$ cat src/rtl/seven_seg_reader.sv
// Reads back a multiplexed active-low 4-digit seven-segment bus and publishes 16-bit frames.
// Optional decimal-point capture is enabled by defining SEVEN_SEG_READER_DP_EN.
module seven_seg_reader #(
  parameter int unsigned SETTLE_CYCLES = 4
) (
  input  logic        clk,
  input  logic        reset,
  input  logic [6:0]  seg,
  input  logic [3:0]  an,
`ifdef SEVEN_SEG_READER_DP_EN
  input  logic        dp,
  output logic [3:0]  dp_out,
`endif
  output logic [15:0] digits,
  output logic [3:0]  digit_err,
  output logic        frame_valid
);

`ifdef SEVEN_SEG_READER_DP_EN
  localparam int unsigned BusW = 8;
  logic [BusW-1:0] bus_raw;
  assign bus_raw = {dp, seg};
`else
  localparam int unsigned BusW = 7;
  logic [BusW-1:0] bus_raw;
  assign bus_raw = seg;
`endif

  typedef enum logic [1:0] {StWait, StSettle, StHold} state_e;

  // Returns {err, value}; unknown patterns decode to value 0 with err set.
  function automatic logic [4:0] decode(input logic [6:0] s);
    logic [4:0] r;
    case (s)
      7'h40:   r = 5'h00;
      7'h79:   r = 5'h01;
      7'h24:   r = 5'h02;
      7'h30:   r = 5'h03;
      7'h19:   r = 5'h04;
      7'h12:   r = 5'h05;
      7'h02:   r = 5'h06;
      7'h78:   r = 5'h07;
      7'h00:   r = 5'h08;
      7'h10:   r = 5'h09;
      7'h08:   r = 5'h0A;
      7'h03:   r = 5'h0B;
      7'h46:   r = 5'h0C;
      7'h21:   r = 5'h0D;
      7'h06:   r = 5'h0E;
      7'h0E:   r = 5'h0F;
      default: r = 5'h10;
    endcase
    return r;
  endfunction

  logic [BusW-1:0] bus_s1_q, bus_s2_q;
  logic [3:0]      an_s1_q, an_s2_q;
  state_e          state_q, state_d;
  logic [7:0]      cnt_q, cnt_d;
  logic [3:0]      mask_q, mask_d;
  logic [15:0]     sh_val_q, sh_val_d;
  logic [3:0]      sh_err_q, sh_err_d;
  logic [15:0]     digits_q;
  logic [3:0]      digit_err_q;
  logic            frame_valid_q;
  logic            change, an_onehot, capture, publish;
  logic [1:0]      idx;
  logic [4:0]      dec;
`ifdef SEVEN_SEG_READER_DP_EN
  logic [3:0]      sh_dp_q, sh_dp_d, dp_out_q;
`endif

  // The s1 stage is the value s2 takes on this edge, so counting and capture
  // act on the same edge that makes a new value visible as synchronized.
  always_comb begin
    change    = {an_s1_q, bus_s1_q} != {an_s2_q, bus_s2_q};
    an_onehot = $countones(~an_s1_q) == 1;
    cnt_d     = change ? 8'd1 : ((cnt_q == 8'hFF) ? cnt_q : cnt_q + 8'd1);
    dec       = decode(bus_s1_q[6:0]);
    idx       = '0;
    for (int i = 0; i < 4; i++) begin
      if (!an_s1_q[i]) idx = i[1:0];
    end
  end

  always_comb begin
    state_d = state_q;
    capture = 1'b0;
    case (state_q)
      StWait: if (an_onehot) state_d = StSettle;
      StSettle: begin
        if (!an_onehot) begin
          state_d = StWait;
        end else if (cnt_d == SETTLE_CYCLES[7:0]) begin
          capture = 1'b1;
          state_d = StHold;
        end
      end
      StHold: if (change) state_d = an_onehot ? StSettle : StWait;
      default: state_d = StWait;
    endcase
  end

  always_comb begin
    sh_val_d = sh_val_q;
    sh_err_d = sh_err_q;
    mask_d   = mask_q;
    publish  = 1'b0;
`ifdef SEVEN_SEG_READER_DP_EN
    sh_dp_d  = sh_dp_q;
`endif
    if (capture) begin
      sh_val_d[4*idx +: 4] = dec[3:0];
      sh_err_d[idx]        = dec[4];
      mask_d               = mask_q | (4'b0001 << idx);
`ifdef SEVEN_SEG_READER_DP_EN
      sh_dp_d[idx]         = ~bus_s1_q[7];
`endif
      if (mask_d == 4'hF) begin
        publish = 1'b1;
        mask_d  = 4'h0;
      end
    end
  end

  always_ff @(posedge clk or posedge reset) begin
    if (reset) begin
      bus_s1_q      <= '1;
      bus_s2_q      <= '1;
      an_s1_q       <= '1;
      an_s2_q       <= '1;
      state_q       <= StWait;
      cnt_q         <= '0;
      mask_q        <= '0;
      sh_val_q      <= '0;
      sh_err_q      <= '0;
      digits_q      <= '0;
      digit_err_q   <= '0;
      frame_valid_q <= 1'b0;
`ifdef SEVEN_SEG_READER_DP_EN
      sh_dp_q       <= '0;
      dp_out_q      <= '0;
`endif
    end else begin
      bus_s1_q      <= bus_raw;
      bus_s2_q      <= bus_s1_q;
      an_s1_q       <= an;
      an_s2_q       <= an_s1_q;
      state_q       <= state_d;
      cnt_q         <= cnt_d;
      mask_q        <= mask_d;
      sh_val_q      <= sh_val_d;
      sh_err_q      <= sh_err_d;
      frame_valid_q <= publish;
      if (publish) begin
        digits_q    <= sh_val_d;
        digit_err_q <= sh_err_d;
      end
`ifdef SEVEN_SEG_READER_DP_EN
      sh_dp_q       <= sh_dp_d;
      if (publish) dp_out_q <= sh_dp_d;
`endif
    end
  end

  assign digits      = digits_q;
  assign digit_err   = digit_err_q;
  assign frame_valid = frame_valid_q;
`ifdef SEVEN_SEG_READER_DP_EN
  assign dp_out      = dp_out_q;
`endif

endmodule

$ cat config.mk
export PLATFORM = sky130hd
export DESIGN_NAME = seven_seg_reader
export DESIGN_NICKNAME = d
export VERILOG_FILES = /design/src/rtl/seven_seg_reader.sv
export SDC_FILE = /design/constraint.sdc
export NUM_CORES = 1
export LEC_CHECK = 0
export ABC_CLOCK_PERIOD_IN_PS = 5700
export BUFFER_PORTS_ARGS = -buffer_cell sky130_fd_sc_hd__buf_2
export CAP_MARGIN = 30
export CORE_UTILIZATION = 46
export DETAILED_ROUTE_END_ITERATION = 8
export GPL_TIMING_DRIVEN = 0
export SLEW_MARGIN = 10
export SYNTH_ARGS = -nofsm -noshare
export SYNTH_HDL_FRONTEND = slang
export SYNTH_SLANG_ARGS = --single-unit
$ cat constraint.sdc
create_clock -name clk -period 5.7 [get_ports clk]
set_input_delay 0.285 -clock clk [delete_from_list [all_inputs] [get_ports clk]]
set_output_delay 0.285 -clock clk [all_outputs]
set_load 0.005 [all_outputs]
Word-level counts from Yosys, hierarchy flattened --
Index checks and enable logic that the tools add are counted.
Storage, ports and cells: register bits 77, output and inout port bits 21, word-level logic and storage cells 77
Cells by class: $add $sub $neg 5, order comparisons 2, equality and inequality tests 25, shift-type cells 3, mux-type cells 24, bitwise gates (word level) 2, reductions and logical operators 4
Operators with widths (count):
- 5-bit case mux with 16 select lines | 1
- 4-bit negator with 34-bit output | 1
- 4-bit by 34-bit variable shift with 16-bit output (first input constant) | 1
- 4-bit by 34-bit variable part select with 16-bit output | 1
- 7-bit equality test (second input constant) | 4
- 7-bit by 5-bit equality test with 1-bit output (second input constant) | 3
- 7-bit by 6-bit equality test with 1-bit output (second input constant) | 3
- 16-bit bitwise mux | 1
- 16-bit two-way mux | 1
- 8-bit two-way mux | 2
- 7-bit by 2-bit equality test with 1-bit output (second input constant) | 2
- 7-bit by 4-bit equality test with 1-bit output (second input constant) | 2
- 2-bit two-way mux | 6
- 11-bit inequality test | 1
- 8-bit by 1-bit adder with 8-bit output (second input constant) | 1
- 8-bit by 3-bit equality test with 1-bit output (second input constant) | 1
- 8-bit equality test (second input constant) | 1
- 1-bit two-way mux | 8
- 4-bit two-way mux | 2
- 7-bit by 3-bit equality test with 1-bit output (second input constant) | 1
- 7-bit logical NOT | 1
- 2-bit case mux with 3 select lines | 1
- 1-bit by 1-bit adder with 2-bit output | 2
- 4-bit bitwise mux | 1
- other kinds (16) | 17

Logic depth before layout (Yosys ltp) --
Gate-level depths: netlist (run 1).
depth after elaboration 9, depth in mapped cells 12, depth with buffers taken out 9

Least setup slack after synthesis (run 1) --
OpenSTA, ideal clock, no wires.
kind flip-flop to flip-flop, start point register an_s1_q[1], end point register digits_q[10], in the netlist digits[10], library setup time 0.125 ns, arrival 3.177 ns, required time 5.575 ns, setup slack 2.398 ns, cell stages (with the launch flop) 13, period minus slack after synthesis 3.302 ns, cells stage by stage dfstp_2 > fa_1 > inv_1 > ha_1 > ha_1 > nor3b_1 > nand2_1 > or4_4 > buf_6 > or3_1 > buf_6 > buf_6 > mux2_4
On the way: longest elaborated chain between the ends 8, elaborated cells on any way between the ends 23, those cells by class add/sub: 3; eq/ne: 4; shift: 3; mux: 11; bitwise: 2
RTL lines:
- start, declared | line 57 | logic [3:0] an_s1_q, an_s2_q;
- start signal, assigned | line 147 | an_s1_q <= an;
- branches (longest 8 deep; another with 4-bit negator with 34-bit output)
- end signal, assigned | line 156 | digits_q <= sh_val_d;
- end, declared | line 63 | logic [15:0] digits_q;
Several ways; the timed one is not identified. A chain may end at the register's enable or synchronous reset.

Final worst setup path (run 1) --
start point register an_s1_q[1], end point register digits_q[6], in the netlist digits[6]
Same word-level chain as after synthesis.

==> reports/metrics.yaml, run 1 <==
timing:
  fin_hold_ws_ns: 0.0278
  slew_headroom_pct: 53.8
  setup_ws_ns: 2.18
  final.period_utilization_pct: 61.7
  final_hold_viol_count: 0
  setup_viol: 0
  fin_tns_setup_ns: 0
  min_period_ns: 3.52
  finClkSkew_ns: 0.0110
  rsz0062_at_grt: "no"
  worst_pin_slew_ns: 0.688
  clock.fmax_mhz: 284
  finalMaxSlewViolations: 0
grt:
  use_met2_pct: 26.8
  overflow: 0
  antenna_found_initial: 0
  grt_pass1_vias: 2438
  track_usage_pct: 18.8
  met1_usage_pct: 28.9
  grt_max_degree: 67
  gr-max-usage-layer: "met1"
  globalRouteMet3Util_pct: 4.19
  grt_pass1_wl_mm: 12.5
cells_and_area:
  final_nets: 406
  drive_gt1_share_pct: 31.7
  final_util_pct: 55.6
  antenna_cells: 0
  areaGrowthSynthToFinish_pct: 15.6
  fin_cells: 496
  postLayoutCellArea_um2: 4370
drt:
  drt_pre_antenna_iters: 4
  drt-total-wl_mm: 7.31
  drt_iter0_drc: 152
  post_drt_wl_per_cell_um: 14.7
  antenna_left: 0
  drc: 0
  via_per_inst: 5.25
  num_vias: 2603
synthesis:
  synthArstFlopShare_pct: 100
  avgSynthCellArea_um2: 11.1
  post_synth_main_area_contributors: "dfrtp_1 (36%), dfstp_2 (15%), mux2_4 (6.4%)"
  synth_fp_nets: 357
  ys_seq_area_share_pct: 51.7
  synth_top_area_cell: "dfrtp_1"
  synth.distinct_cells: 51
  synthFlopType: "dfrtp_1"
  synth_most_common_cell: "dfrtp_1"
  syn_inst: 340
  synthesis.area_um2: 3780
  synth_top_area_share_pct: 36.4
  ys_warn_count: 0
  synth_edf_count: 0
  synthTopCellsByCount: "dfrtp_1 (55), nand2_1 (35), o21ai_0 (29)"
  yosys_register_bits: 77
clocking:
  path_clk_slew_ns: 0.09
  post_cts_resized: 0
  htreeDepth: 3
  post_cts_buffers: 0
  cts_buffers: 9
  ctsRootBufferMaster: "clkbuf_8"
  cts_tree: "yes"
  clock_path_buffers: 2
  cts_hold_buf: 1
  cts_sinks: 77
  clk_latency_ns: 0.35
critical_path:
  r2r-end: "digits[6]"
  ff2ff_setup_slack_ns: 2.18
  ff2ff_path_depth: 12
  endpoint_kind: "flip-flop"
  cp-endpoint: "digits[6]"
  path_max_fanout: 10
  cp-start-kind: "flip-flop"
  cp.arrival_ns: 3.76
  reg2reg_from: "an_s1_q[1]"
  crit_required_ns: 5.94
  critPathKind: "flip-flop to flip-flop"
  crit_path_start: "an_s1_q[1]"
placed_design:
  place_inst: 476
  place_congestion: 0.871
  placed_cell_area_um2: 4100
  dpl.hpwl_mm: 5.05
  pre_cts_slack_ns: 2.20
  portBuffers: 33
hold_path:
  hp-class: "primary input to flip-flop"
power_and_ir_drop:
  total_power_mw: 1.10
  leakage_nw: 2.00
  peakVddDrop_uv: 169
  p_per_area_nw_per_um2: 252
die:
  row_count: 32
  die_h_um: 92.6
  fp.coreArea_um2: 7850
  start_util_pct: 48.2
  io_pins: 34
  die_area_um2: 8580
  die_w_um: 92.6
flow_run:
  drv_cap: 0
outcome:
  status: "completed"
==> layout by cell type (no fill, tap or decap), drive strengths merged, types with 6 or more instances in the layout <==
cell type,instances
o31ai,7
buf,43
xor2,12
dfstp,22
o21ai,29
mux2,36
or3,6
nor2,15
nand3,9
dfrtp,55
nor3,9
inv,13
clkbuf,28
nand2,35
==> worst max-delay path: stages (launching register included) <==
cell,delay (ns)
dfstp_2,0.62
fa_1,0.44
inv_1,0.07
ha_1,0.14
ha_1,0.22
nor3b_1,0.27
nand2_1,0.11
or4_4,0.42
buf_6,0.15
or3_1,0.36
buf_6,0.15
buf_6,0.15
mux2_4,0.30
==> sequential cells by signal, summed over array words and instances, names as in the netlist <==
signal	flops
frame_valid	1
digit_err	4
state_q	2
bus_s2_q	7
digits	16
sh_val_q	16
mask_q	4
an_s1_q	4
cnt_q	8
bus_s1_q	7
an_s2_q	4
sh_err_q	4
==> metal layers <==
layer	wire length (um)	share of wire [%]
met5	0	0
met3	215	2.9
met4	73	1.0
met2	3140	43
met1	3880	53
==> final cells by class <==
class | count | area, um2
Sequential cell | 77 | 1950
Timing Repair Buffer | 38 | 233
Clock buffer | 11 | 163
Fill cell | 723 | 3480
Inverter | 11 | 43.8
Multi-Input combinational cell | 226 | 1640
Buffer | 26 | 141
Clock inverter | 5 | 62.6
Tap cell | 102 | 128
==> cells by family (layout without fill, tap and decap cells) <==
logic type	count (synthesis)	in the layout	synth area share (%)
adders and majority gates	4	4	1.52
buffers and inverters	37	91	4.83
and+or+nand+nor	107	107	15.2
muxes	38	38	12.8
AOI/OAI and AO/OA	63	63	10.7
DFF	77	77	51.7
xor gates and xnor gates	14	14	3.25
==> worst min-delay path by stage <==
stage,cells past startpoint,slack [ns],startpoint,to
after global routing,1,0.0003,an[0],an_s1_q[0]
after global placement,0,0.39,an_s1_q[3],an_s2_q[3]
after detailed placement,2,0.22,reset,cnt_q[4]
final,1,0.03,seg[5],bus_s1_q[5]
after floorplan,0,0.29,an[0],an_s1_q[0]
after CTS,1,0.01,an[3],an_s1_q[3]
==> report_power, final <==
group          internal, mW  switching (mW)  total (mW)  leakage [nW]
Sequential            0.562          0.0104       0.572         0.994
Combinational        0.0254          0.0418      0.0672         0.890
Clock                 0.244           0.215       0.459         0.116
Note: power is estimated with default switching activity, not from simulation.
==> run 2: changes to the inputs <==
ABC_CLOCK_PERIOD_IN_PS = 3700   (was 5700)
clock period = 3.7 ns   (was 5.7 ns; I/O delays follow)
==> reports/metrics.yaml, run 2 (synthesis results as in run 1) <==
outcome:
  status: "completed"
clocking:
  path_clk_slew_ns: 0.09  # about the same
  post_cts_resized: 0  # unchanged
  cts_buffers: 9  # unchanged
  cts_sinks: 77  # unchanged
  cts_tree: "yes"
  clock_path_buffers: 2  # unchanged
  clk_latency_ns: 0.35  # about the same
  htreeDepth: 3  # unchanged
  ctsRootBufferMaster: "clkbuf_8"
critical_path:
  critPathKind: "flip-flop to flip-flop"
  crit_required_ns: 3.94  # -2.00 ns
  cp.arrival_ns: 3.76  # about the same
  path_max_fanout: 10  # unchanged
  cp_cell_sequence: "fa_1 > inv_1 > ha_1 > ha_1 > nor3b_1 > nand2_1 > or4_4 > buf_6 > or3_1 > buf_6 > buf_6 > mux2_4"
  endpoint_kind: "flip-flop"
  cp-start-kind: "flip-flop"
  ff2ff_setup_slack_ns: 0.18  # -2.01 ns
  worst_path_most_repeated_cell: "buf_6"
  slowest_stage: "dfstp_2"
  cpPeakStageDelay_ns: 0.62  # about the same
die:
  fp.coreArea_um2: 7850  # unchanged
  row_count: 32  # unchanged
  start_util_pct: 48.2  # unchanged
  die_h_um: 92.6  # unchanged
  io_pins: 34  # unchanged
  die_w_um: 92.6  # unchanged
  die_area_um2: 8580  # unchanged
power_and_ir_drop:
  comb_power_share_pct: 6.5  # +0.4 points
  p_seq_share_pct: 52.0  # about the same
  total_power_mw: 1.70  # +54%
  peakVddDrop_uv: 262  # +55%
  intPower_mw: 1.29  # +55%
  p_per_area_nw_per_um2: 382  # +52%
  clockPowerShare_pct: 41.5  # -0.3 points
  leakage_nw: 2.03  # +1.7%
  p_switching_uw: 410  # +54%
  switching_share_pct: 24.2  # -0.13 points
placed_design:
  dpl.hpwl_mm: 5.05  # unchanged
  place_congestion: 0.871  # unchanged
  placed_cell_area_um2: 4100  # unchanged
  portBuffers: 33  # unchanged
grt:
  grt_pass1_wl_mm: 12.8  # +2.0%
  overflow: 0  # unchanged
  track_usage_pct: 19.1  # +0.35 points
  grt_max_degree: 67  # unchanged
  grt_pass1_vias: 2521  # +3.4%
  antenna_found_initial: 0  # unchanged
timing:
  finalMaxSlewViolations: 0  # unchanged
  min_period_ns: 3.52  # +0.00772 ns
  rsz0062_at_grt: "no"
  clock.fmax_mhz: 284  # -0.22%
  final.period_utilization_pct: 95.2  # +34 points
  finClkSkew_ns: 0.00931  # -0.00170 ns
  slew_headroom_pct: 50.9  # -2.9 points
  fin_tns_setup_ns: 0  # unchanged
  worst_pin_slew_ns: 0.730  # +0.0417 ns
  final_hold_viol_count: 0  # unchanged
  setup_viol: 0  # unchanged
drt:
  drt_pre_antenna_iters: 4  # unchanged
  drc: 0  # unchanged
  via_per_inst: 5.31  # +1.1%
  drt-total-wl_mm: 7.43  # +1.6%
  num_vias: 2675  # +2.8%
  post_drt_wl_per_cell_um: 14.7  # about the same
  drt_iter0_drc: 143  # -5.9%
  antenna_left: 0  # unchanged
cells_and_area:
  multi_input_area_um2: 1640  # unchanged
  drive_gt1_share_pct: 31.1  # -0.63 points
  final_util_pct: 56.7  # +1.0 points
  final_cell_mix: "dfrtp_1 (55), buf_2 (37), nand2_1 (35)"
  nFillCells: 719  # -0.55%
  postLayoutCellArea_um2: 4450  # +1.8%
  final_nets: 414  # +2.0%
  antenna_cells: 0  # unchanged
  register_area_um2: 1950  # unchanged
  areaGrowthSynthToFinish_pct: 17.7
  layout_commonest_cell: "dfrtp_1"
hold_path:
  hp-class: "primary input to asynchronous set/reset pin"
flow_run:
  drv_cap: 0  # unchanged
==> run 2: critical path: cells and delay by family, from the launching register on <==
kind / cells / cell delay [ns]
mux: 1 / 0.30
simple gates: 4 / 1.16
flops: 1 / 0.62
buf+inv: 4 / 0.53
fa+ha+maj: 3 / 0.80
==> run 2: final cells by class <==
cell class                 count  share of cell area, %
tap                          102                   2.87
multi-input combinational    226                   36.9
timing repair buffer          46                   7.03
clock inverter                 5                   1.41
sequential                    77                   44.0
buffer                        26                   3.18
inverter                      11                  0.985
clock buffer                  11                   3.66
==> run 2: repair_timing <==
action                                 4_1_cts  5_1_grt
hold buffers                                12        0
setup buffers                                0        0
endpoints found under the hold margin       22        0
==> run 2: final timing paths <==
| check | to | startpoint | cells past startpoint |
|---|---|---|---|
| worst max-delay path | digits[6] | an_s1_q[1] | 12 |
| worst min-delay path | cnt_q[4] | reset | 3 |
| worst max register to register | digits[6] | an_s1_q[1] | 12 |
| worst min register to register | an_s2_q[0] | an_s1_q[0] | 0 |
| max in group asynchronous | bus_s1_q[5] | reset | 4 |
| min in group clk | an_s2_q[0] | an_s1_q[0] | 0 |
==> run 2: metrics by stage <==
step	instances	hold slack, ns	setup slack, ns
after global routing	504	0.307	0.0368
after detailed placement	476	0.116	0.196
after CTS	504	0.286	0.161
after global placement	475	0.289	0.203
after floorplan	340	0.189	0.398
final	504	0.295	0.176
==> run 2: layer usage <==
metal	routed length, um	part of all wire (%)	vias up	global-route usage, %
li1	-	-	1319	-
met1	3880	52	1304	29.0
met2	3250	44	47	27.9
met3	236	3.2	5	4.19
met4	65	0.88	0	4.62
met5	0	0	-	0
==> run 2: power by group through the flow <==
stage	registers (mW)	clock network, mW	logic, mW
after global placement	0.897	0	0.0953
after floorplan	0.892	0	0.0704
final	0.882	0.705	0.110
after CTS	0.882	0.722	0.111
after detailed placement	0.898	0	0.101
after global routing	0.885	0.755	0.124
==> run 3: changes to the inputs <==
CORE_MARGIN = 2   (was unset)
==> reports/metrics.yaml, run 3 (synthesis results as in run 1) <==
critical_path:
  ff2ff_path_depth: 12  # unchanged
  path_buf_inv: 4  # unchanged
  reg2reg_from: "an_s1_q[1]"
  worst_path_most_repeated_cell: "buf_6"
  crit_required_ns: 3.94  # about the same
  cp-start-kind: "flip-flop"
  r2r-end: "digits[0]"
  path_delay_family: "simple AND/OR/NAND/NOR gates"
  ff2ff_setup_slack_ns: 0.25  # +0.07 ns
  crit_path_start: "an_s1_q[1]"
  cp_cell_sequence: "fa_1 > inv_1 > ha_1 > ha_1 > nor3b_2 > nand2_1 > or4_4 > buf_6 > or3_1 > buf_6 > buf_6 > mux2_4"
  cp-endpoint: "digits[0]"
  slowest_stage: "dfstp_2"
  critPathKind: "flip-flop to flip-flop"
  endpoint_kind: "flip-flop"
  cp.depth: 12  # unchanged
  cpPeakStageDelay_ns: 0.62  # about the same
  cp.arrival_ns: 3.69  # -0.07 ns
  path_max_fanout: 10  # unchanged
drt:
  met3_length_um: 245  # +3.8%
  drc: 0  # unchanged
  route.met2.wl_mm: 3.45  # +6.2%
  drt-total-wl_mm: 7.53  # +1.4%
  post_drt_wl_per_cell_um: 14.9  # +0.81%
  drt-met1-wl_mm: 3.75  # -3.4%
  via_per_inst: 5.29  # -0.33%
  drt_iter0_drc: 151  # +5.6%
  drt_pre_antenna_iters: 4  # unchanged
  top_layer: "met4"
  antenna_left: 0  # unchanged
  num_vias: 2682  # +0.26%
clocking:
  post_cts_buffers: 0  # unchanged
  clk_latency_ns: 0.36  # about the same
  ctsRootBufferMaster: "clkbuf_8"
  htreeDepth: 3  # unchanged
  cts_buffers: 9  # unchanged
  clock_path_buffers: 2  # unchanged
  cts_sinks: 77  # unchanged
  path_clk_slew_ns: 0.09  # about the same
  cts_tree: "yes"
die:
  fp.coreArea_um2: 8090  # +3.1%
  die_w_um: 94.6  # +2.2%
  io_pins: 34  # unchanged
  start_util_pct: 46.7  # -1.5 points
  die_area_um2: 8960  # +4.4%
  die_h_um: 94.6  # +2.2%
  row_count: 33  # +3.1%
timing:
  rsz0062_at_grt: "no"
  fin_tns_setup_ns: 0  # unchanged
  slew_headroom_pct: 47.5  # -3.4 points
  finClkSkew_ns: 0.0100  # +0.000690 ns
  final_hold_viol_count: 0  # unchanged
  setup_ws_ns: 0.251  # +0.0750 ns
  clock.fmax_mhz: 290  # +2.2%
  setup_viol: 0  # unchanged
  min_period_ns: 3.45  # -0.0750 ns
  finalMaxSlewViolations: 0  # unchanged
  worst_pin_slew_ns: 0.780  # +0.0504 ns
  final.period_utilization_pct: 93.2  # -2.0 points
hold_path:
  hp-class: "primary input to asynchronous set/reset pin"
placed_design:
  place_congestion: 0.861  # -1.2%
  pre_cts_slack_ns: 0.154  # -0.0419 ns
  placed_cell_area_um2: 4110  # about the same
  dpl.hpwl_mm: 5.19  # +2.7%
  place_inst: 479  # +0.63%
  portBuffers: 33  # unchanged
cells_and_area:
  final_cell_mix: "dfrtp_1 (55), buf_2 (37), nand2_1 (35)"
  layout_commonest_cell: "dfrtp_1"
  drive_gt1_share_pct: 31.1  # unchanged
  areaGrowthSynthToFinish_pct: 17.6  # about the same
  nFillCells: 725  # +0.83%
  fin_cells: 507  # +0.60%
  postLayoutCellArea_um2: 4440  # about the same
  final_nets: 414  # unchanged
  final_util_pct: 54.9  # -1.7 points
  antenna_cells: 0  # unchanged
power_and_ir_drop:
  p_per_area_nw_per_um2: 373  # -2.2%
  peakVddDrop_uv: 235  # -10%
  leakage_nw: 2.03  # -0.32%
grt:
  track_usage_pct: 18.6  # -0.56 points
  antenna_found_initial: 0  # unchanged
  grt_pass1_vias: 2530  # +0.36%
  overflow: 0  # unchanged
  grt_max_degree: 55  # -18%
  grt_pass1_wl_mm: 12.7  # -0.65%
flow_run:
  drv_cap: 0  # unchanged
outcome:
  status: "completed"
[run 3: area by class of cell]
| type | instances | area (um2) | share of cell area [%] |
|---|---|---|---|
| Buffer | 26 | 141 | 3.18 |
| Clock buffer | 13 | 191 | 4.31 |
| Clock inverter | 3 | 22.5 | 0.507 |
| Inverter | 11 | 43.8 | 0.985 |
| Multi-Input combinational cell | 226 | 1650 | 37.0 |
| Sequential cell | 77 | 1950 | 44.0 |
| Tap cell | 105 | 131 | 2.96 |
| Timing Repair Buffer | 46 | 313 | 7.04 |
[run 3: report_power, final]
group	switching [mW]	total [mW]	internal (mW)
registers	0.0161	0.882	0.866
logic	0.0665	0.112	0.0457
clock network	0.318	0.665	0.347
total	0.401	1.66	1.26
[run 3: timing repair]
item | in CTS | in global routing
hold buffers | 12 | 0
resized for setup | 0 | 1
setup endpoints to repair | 0 | 2
hold endpoints to repair | 33 | 0
[run 3: stage by stage]
step | total power [mW] | hold slack [ns]
after floorplan | 0.963 | 0.189
after global placement | 0.993 | 0.290
after detailed placement | 1.00 | 0.186
after CTS | 1.68 | 0.341
after global routing | 1.73 | 0.352
final | 1.66 | 0.333
[run 3: tightest hold or removal path, cell delays in order]
cell,delay (ns)
dlygate4sd3_1,0.53
buf_2,0.13
inv_4,0.25
[run 3: how the worst min path moves through the flow]
| stage | startpoint | to | slack [ns] | depth (start not counted) |
|---|---|---|---|---|
| final | reset | digits[10] | 0.33 | 3 |
| after global placement | seg[6] | bus_s1_q[6] | 0.29 | 1 |
| after CTS | reset | digits[10] | 0.34 | 3 |
| after floorplan | an[0] | an_s1_q[0] | 0.19 | 0 |
| after detailed placement | reset | digits[11] | 0.19 | 2 |
| after global routing | reset | digits[10] | 0.35 | 3 |
[run 3: layer usage]
metal | track usage, % | vias up
li1 | - | 1317
met1 | 26.6 | 1308
met2 | 27.8 | 46
met3 | 4.55 | 11
met4 | 6.16 | 0
met5 | 0 | -
